$ cat config.mk
export PLATFORM = sky130hd
export DESIGN_NAME = tmr_irq_ctl
export DESIGN_NICKNAME = d
export VERILOG_FILES = /design/src/rtl/tmr_irq_pkg.sv /design/src/rtl/tmr_ch.sv /design/src/rtl/tmr_irq_ctl.sv
export SDC_FILE = /design/constraint.sdc
export NUM_CORES = 1
export LEC_CHECK = 0
export CORE_MARGIN = 1.5
export CORE_UTILIZATION = 57
export CTS_BUF_LIST = sky130_fd_sc_hd__clkbuf_2
export CTS_CLUSTER_SIZE = 8
export DETAILED_ROUTE_END_ITERATION = 16
export PLACE_DENSITY = 0.79
export SLEW_MARGIN = 15
export SYNTH_ARGS = -nofsm -noshare
export SYNTH_HDL_FRONTEND = slang
export SYNTH_SLANG_ARGS = --single-unit
$ cat constraint.sdc
create_clock -name clk -period 2.63 [get_ports clk]
set_input_delay 0.3945 -clock clk [delete_from_list [all_inputs] [get_ports clk]]
set_output_delay 0.3945 -clock clk [all_outputs]
set_load 0.03 [all_outputs]
$ cat src/rtl/tmr_irq_pkg.sv
`default_nettype none
// ============================================================================
// Module      : tmr_irq_pkg
// Description : Shared constants for the timer/interrupt controller. This
//               package holds the channel count, the FSM state encoding and
//               the register word indices.
// Revision    : 1.0 - initial release
// ============================================================================
package tmr_irq_pkg;

    // Number of timer channels
    localparam int c_num_ch = 4;

    // Interrupt FSM state encoding (also reported in STATUS[3:2])
    localparam logic [1:0] c_st_idle = 2'd0;
    localparam logic [1:0] c_st_req  = 2'd1;
    localparam logic [1:0] c_st_gap  = 2'd2;

    // Register word indices (0..3 are the channel registers)
    localparam logic [2:0] c_reg_ctrl   = 3'd4;
    localparam logic [2:0] c_reg_mask   = 3'd5;
    localparam logic [2:0] c_reg_pend   = 3'd6;
    localparam logic [2:0] c_reg_status = 3'd7;

endpackage
`default_nettype wire

$ cat src/rtl/tmr_ch.sv
`default_nettype none
// ============================================================================
// Module      : tmr_ch
// Description : Single timer channel. It holds a reload register and a
//               down-counter. A load writes both. When enabled, the counter
//               decrements, and when it reaches zero it reloads and flags a
//               zero event for that cycle.
// Ports       : clk, rst       - clock, synchronous active-high reset
//               i_en           - channel enable
//               i_ld, i_ld_val - load strobe and value (reload + counter)
//               o_count        - current counter value
//               o_zero_evt     - reload event this cycle (sets PEND)
// Revision    : 1.0 - initial release
// ============================================================================
module tmr_ch #(
    parameter int CNT_W = 32
) (
    input  logic             clk,
    input  logic             rst,
    input  logic             i_en,
    input  logic             i_ld,
    input  logic [CNT_W-1:0] i_ld_val,
    output logic [CNT_W-1:0] o_count,
    output logic             o_zero_evt
);

    logic [CNT_W-1:0] r_reload;
    logic [CNT_W-1:0] r_cnt;
    logic             w_zero_evt;

    // A software load takes priority and suppresses the event for that cycle
    assign w_zero_evt = i_en && !i_ld && (r_cnt == '0);

    always_ff @(posedge clk) begin
        if (rst) begin
            r_reload <= '0;
            r_cnt    <= '0;
        end else if (i_ld) begin
            r_reload <= i_ld_val;
            r_cnt    <= i_ld_val;
        end else if (w_zero_evt) begin
            r_cnt    <= r_reload;
        end else if (i_en) begin
            r_cnt    <= r_cnt - {{(CNT_W-1){1'b0}}, 1'b1};
        end
    end

    assign o_count    = r_cnt;
    assign o_zero_evt = w_zero_evt;

endmodule
`default_nettype wire

$ cat src/rtl/tmr_irq_ctl.sv
`default_nettype none
// ============================================================================
// Module      : tmr_irq_ctl
// Description : Four-channel timer with a pending/mask interrupt controller
//               and a request/acknowledge handshake FSM (IDLE->REQ->GAP).
// Ports       : clk, rst        - clock, synchronous active-high reset
//               addr, din, wr_en - register write interface
//               dout            - registered read data (one cycle after addr)
//               irq_req         - interrupt request (asserted only in REQ)
//               irq_vec         - winning channel index
//               irq_ack         - CPU acknowledge (only honoured in REQ)
// Config      : TMR_IRQ_RR_EN - round-robin arbitration when defined.
//               Lowest-index-first arbitration when undefined.
// Revision    : 1.0 - initial release
// ============================================================================
module tmr_irq_ctl
    import tmr_irq_pkg::*;
#(
    parameter int CNT_W = 32
) (
    input  logic        clk,
    input  logic        rst,
    input  logic [2:0]  addr,
    input  logic [31:0] din,
    input  logic        wr_en,
    output logic [31:0] dout,
    output logic        irq_req,
    output logic [1:0]  irq_vec,
    input  logic        irq_ack
);

    logic [3:0]       r_ctrl;
    logic [3:0]       r_mask;
    logic [3:0]       r_pend;
    logic [1:0]       r_state;
    logic [1:0]       w_state_nxt;
    logic [1:0]       r_vec;
    logic [31:0]      r_dout;
    logic [31:0]      w_rdata;
    logic             w_irq_req;

    logic [CNT_W-1:0] w_cnt [c_num_ch];
    logic [3:0]       w_zero;
    logic [3:0]       w_ld;
    logic [3:0]       w_w1c;
    logic [3:0]       w_ack_clr;
    logic [3:0]       w_pend_nxt;
    logic [3:0]       w_req;
    logic [1:0]       w_win;

    // ---------------------------------------------------------------- channels
    generate
        for (genvar i = 0; i < c_num_ch; i++) begin : g_ch
            assign w_ld[i] = wr_en && (addr == 3'(i));

            tmr_ch #(
                .CNT_W (CNT_W)
            ) u_ch (
                .clk        (clk),
                .rst        (rst),
                .i_en       (r_ctrl[i]),
                .i_ld       (w_ld[i]),
                .i_ld_val   (din[CNT_W-1:0]),
                .o_count    (w_cnt[i]),
                .o_zero_evt (w_zero[i])
            );
        end
    endgenerate

    // ---------------------------------------------------------------- pending
    assign w_w1c      = (wr_en && (addr == c_reg_pend)) ? din[3:0] : 4'b0000;
    assign w_ack_clr  = ((r_state == c_st_req) && irq_ack) ? (4'b0001 << r_vec) : 4'b0000;
    // Hardware set is OR'd in last so it wins over any same-cycle clear
    assign w_pend_nxt = (r_pend & ~w_w1c & ~w_ack_clr) | w_zero;
    assign w_req      = r_pend & r_mask;

    // ---------------------------------------------------------------- arbiter
`ifdef TMR_IRQ_RR_EN
    logic [1:0] r_last;
    logic       w_found;

    // Search starts one past the last acknowledged channel
    always_comb begin
        w_win   = r_last + 2'd1;
        w_found = 1'b0;
        for (int k = 1; k <= c_num_ch; k++) begin
            if (!w_found && w_req[r_last + 2'(k)]) begin
                w_win   = r_last + 2'(k);
                w_found = 1'b1;
            end
        end
    end

    // Reset to the top channel so the first search begins at channel 0
    always_ff @(posedge clk) begin
        if (rst) begin
            r_last <= 2'd3;
        end else if ((r_state == c_st_req) && irq_ack) begin
            r_last <= r_vec;
        end
    end
`else
    always_comb begin
        w_win = 2'd0;
        for (int k = c_num_ch - 1; k >= 0; k--) begin
            if (w_req[k]) begin
                w_win = 2'(k);
            end
        end
    end
`endif

    // ---------------------------------------------------------------- FSM
    always_ff @(posedge clk) begin
        if (rst) begin
            r_state <= c_st_idle;
        end else begin
            r_state <= w_state_nxt;
        end
    end

    always_comb begin
        w_state_nxt = r_state;
        case (r_state)
            c_st_idle: begin
                if (w_req != 4'b0000) begin
                    w_state_nxt = c_st_req;
                end
            end
            c_st_req: begin
                if (irq_ack) begin
                    w_state_nxt = c_st_gap;
                end else if (!w_pend_nxt[r_vec]) begin
                    // Software withdrew the request before it was serviced
                    w_state_nxt = c_st_idle;
                end
            end
            c_st_gap: begin
                w_state_nxt = c_st_idle;
            end
            default: begin
                w_state_nxt = c_st_idle;
            end
        endcase
    end

    always_comb begin
        w_irq_req = (r_state == c_st_req);
    end

    // Winner is latched only on the IDLE->REQ transition, so it stays stable in REQ
    always_ff @(posedge clk) begin
        if (rst) begin
            r_vec <= 2'd0;
        end else if ((r_state == c_st_idle) && (w_req != 4'b0000)) begin
            r_vec <= w_win;
        end
    end

    // ---------------------------------------------------------------- registers
    always_ff @(posedge clk) begin
        if (rst) begin
            r_ctrl <= 4'b0000;
            r_mask <= 4'b0000;
            r_pend <= 4'b0000;
        end else begin
            if (wr_en && (addr == c_reg_ctrl)) begin
                r_ctrl <= din[3:0];
            end
            if (wr_en && (addr == c_reg_mask)) begin
                r_mask <= din[3:0];
            end
            r_pend <= w_pend_nxt;
        end
    end

    // ---------------------------------------------------------------- read
    always_comb begin
        w_rdata = 32'd0;
        case (addr)
            3'd0, 3'd1, 3'd2, 3'd3: w_rdata = 32'(w_cnt[addr[1:0]]);
            c_reg_ctrl:             w_rdata = {28'd0, r_ctrl};
            c_reg_mask:             w_rdata = {28'd0, r_mask};
            c_reg_pend:             w_rdata = {28'd0, r_pend};
            c_reg_status:           w_rdata = {28'd0, r_state, r_vec};
            default:                w_rdata = 32'd0;
        endcase
    end

    always_ff @(posedge clk) begin
        if (rst) begin
            r_dout <= 32'd0;
        end else begin
            r_dout <= w_rdata;
        end
    end

    assign dout    = r_dout;
    assign irq_req = w_irq_req;
    assign irq_vec = r_vec;

endmodule
`default_nettype wire

==> metrics.txt <==
Worst-Skew Late Latency=930 ps; routed vias=15,845; CP bufs+invs=2; Tot GR Track Use=39.0%; worst r2r path cells=8; CP max stage delay=480 ps; endpoints failing hold=0; Syn Area/Cell=8.25 um^2; pin count of the biggest net entering global routing=68; time the worst path needs with I/O delays and setup=2630 ps; area delta synth->final=20.5%; Clock Tree Buf Depth=3; core footprint=26,100 um^2; Initial Util=58.1%; area leader, netlist=dfxtp_1; Ports=74; critical path class=reg -> reg; post-synthesis cell type count=76; slowest CP cell=or3_4; die area=27,500 um^2; gr ovfl total=0; Post-synth top cells=nand2_1, dfxtp_1, a21oi_1; Post-Syn Area=15,100 um^2; final setup skew=97.5 ps; routed len/inst=22.4 um; Worst-path clk slew=110 ps; pre-CTS setup slack=-154 ps; Fmax=0.381 GHz; reg2reg start=g_ch[2].u_ch.o_count[6]; input/output buffers=73; Slew HR=33.2%; critical-path cell list=nor4_2 > nand4b_1 > or3_4 > buf_4 > nor2_2 > buf_4 > nor2_1 > a2111oi_4; reg-to-reg slack, setup=4 ps; Hold Path Stages=5; top cells by area in the synthesized netlist=dfxtp_1, nand2_1, a21oi_1, mux4_2, a21boi_0; Die Wd=166 um; count leader, synth=nand2_1; Hold Startpoint=addr[1]; # fillers=2,151; DP HPWL=39.2 mm; Final ANT Viol Nets=0; MaxCap Viol Count=0; Seq cells post-synth=304; most frequent cell on the critical path=buf_4; number of synthesis warnings=0; count of final setup violators=0; layout cell share with drive strength beyond 1=19.5%; setup TNS=0 ps; Main synth FF type=dfxtp_1; CP max FO=10; number of synthesized flops with an enable pin=0; register area share after synthesis=40.2%; area of the multi-input gates=8610 um^2; initial DRC count=2,047; fin worst setup slack=4.24 ps; CTS root buf=clkbuf_2; Max VDD drop=0.352 mV; num rows=59; Sink Count=304; cell leakage power=7.20 nW; die height=166 um; DRC errors left=0; Final Cycle Share=99.8%; pwr/cell area=606 nW/um^2; Yosys top cell area share=40.2%; Top Family by Delay on Critical Path=simple AND/OR/NAND/NOR gates; status=finished, final reports clean; first-pass GRT wire length=84.0 mm; htree depth=3; Post-Route WL=54.9 mm; CTS tree=yes; via-per-instance ratio=6.48; WHS Endpoint=g_ch[0].u_ch.r_reload[31]; cells after synthesis=1,834; total CTS buffers=79; fin. max-slew vios=0; Worst EP arrival=3410 ps; Critical Path RT=3410 ps; Register Area=6090 um^2; initial antenna violation count=2; length of the first detailed-routing pass in iterations=6; gp weighted congestion=0.981; Worst R2R End=r_state[0]; nets=2,103; Synth async-reset ratio=0%; Worst setup SP type=flop; Hold WC Path Type=in -> reg; pin slew with the least headroom to its limit=999 ps; Syn Nets=1,877; critical path endpoint category=flop; vias in the first global route=14,953
==> what timing repair did <==
action,in CTS,in global routing
buffers inserted,0,3
gates cloned,0,1
pin swaps,1,4
resized for setup,10,13
hold buffers,1,0
setup endpoints to repair,15,26
hold endpoints to repair,1,0
==> through the flow <==
stage | hold slack (ps) | area [um^2] | power [mW] | utilization, % | cells
after floorplan | 426 | 15100 | 6.51 | - | 1834
after CTS | 111 | 18200 | 10.9 | 69.7 | 2442
after global routing | 134 | 18200 | 11.5 | 70.0 | 2447
final | 137 | 18200 | 11.0 | 70.0 | 2447
after global placement | 438 | 17400 | 7.42 | 66.7 | 2309
after detailed placement | 445 | 17400 | 7.47 | 66.7 | 2309
==> cell type report <==
| cell class | count | share of cell area (%) |
|---|---|---|
| diodes | 1 | 0.0137 |
| clock buffers | 112 | 3.07 |
| clock inverters | 20 | 1.03 |
| inverters | 18 | 0.370 |
| multi-input cells | 1383 | 47.2 |
| flip-flops and latches | 304 | 33.4 |
| well taps | 335 | 2.30 |
| repair buffers | 274 | 12.7 |
==> power by group <==
part / internal [mW] / total, mW / switching, mW / leakage, nW
registers: 4.73 / 4.86 / 0.128 / 2.46
clock network: 1.52 / 3.54 / 2.02 / 0.558
logic: 1.12 / 2.64 / 1.53 / 4.18
total: 7.37 / 11.0 / 3.67 / 7.20
==> registers in the layout, indices dropped and copies added, names as in the netlist <==
signal              cells
g_ch.u_ch.o_count     128
g_ch.u_ch.r_reload    128
dout                   32
r_ctrl                  4
r_mask                  4
r_pend                  4
irq_vec                 2
r_state                 2
==> cells by family after synthesis <==
kind of cell / synth area share, %
muxes: 7.27
DFF: 40.2
buffers and inverters: 3.83
and+or+nand+nor: 22.8
xor gates and xnor gates: 4.63
adders and majority gates: 0.331
AOI/OAI and AO/OA: 21.0
==> layer usage <==
metal	global-route usage (%)	vias up	part of all wire [%]
li1	-	7103	-
met1	49.0	7447	38
met3	8.10	255	10
met5	0	-	0
met2	59.0	1040	44
met4	29.5	0	8.2
==> worst min-delay path: stages <==
cell     delay (ps)
buf_2           130
buf_4           170
nor4b_4          80
nand2_1         100
a21oi_1          70
==> placed cells by master (no fill, tap or decap), drive strengths merged, types with 6 or more instances in the layout <==
master / netlist / routed
nor2b: 30 / 30
a21oi: 165 / 165
o211ai: 17 / 17
mux2i: 29 / 29
nor3: 47 / 47
o31ai: 12 / 12
o22ai: 57 / 57
nand4b: 10 / 10
and3: 6 / 6
dfxtp: 304 / 304
nor2: 136 / 136
o21ai: 89 / 89
clkbuf: 108 / 113
or3: 22 / 22
mux4: 36 / 36
nand4: 8 / 8
nand2: 344 / 344
or2: 9 / 10
or4: 20 / 20
a21boi: 71 / 71
a31oi: 35 / 35
a211oi: 14 / 14
xnor2: 45 / 45
a21o: 7 / 7
xor2: 35 / 35
o32ai: 9 / 9
nor4: 39 / 39
nand3: 24 / 24
clkinv: 0 / 13
buf: 22 / 202
inv: 18 / 20
clkdlybuf4s50: 0 / 67
==> how the worst max path moves through the flow <==
stage	start	end	cells after the start	slack, ps
6_report	g_ch[2].u_ch.o_count[6]	r_state[0]	8	4
3_3_place_gp	addr[2]	g_ch[0].u_ch.o_count[25]	9	-70
4_1_cts	g_ch[2].u_ch.o_count[1]	g_ch[2].u_ch.o_count[16]	8	0.4
2_1_floorplan	g_ch[1].u_ch.o_count[0]	g_ch[1].u_ch.o_count[24]	10	50
5_1_grt	g_ch[1].u_ch.o_count[5]	g_ch[1].u_ch.o_count[25]	7	-40
3_5_place_dp	addr[2]	r_state[0]	8	-150
Power figures use the tool's default switching activity.
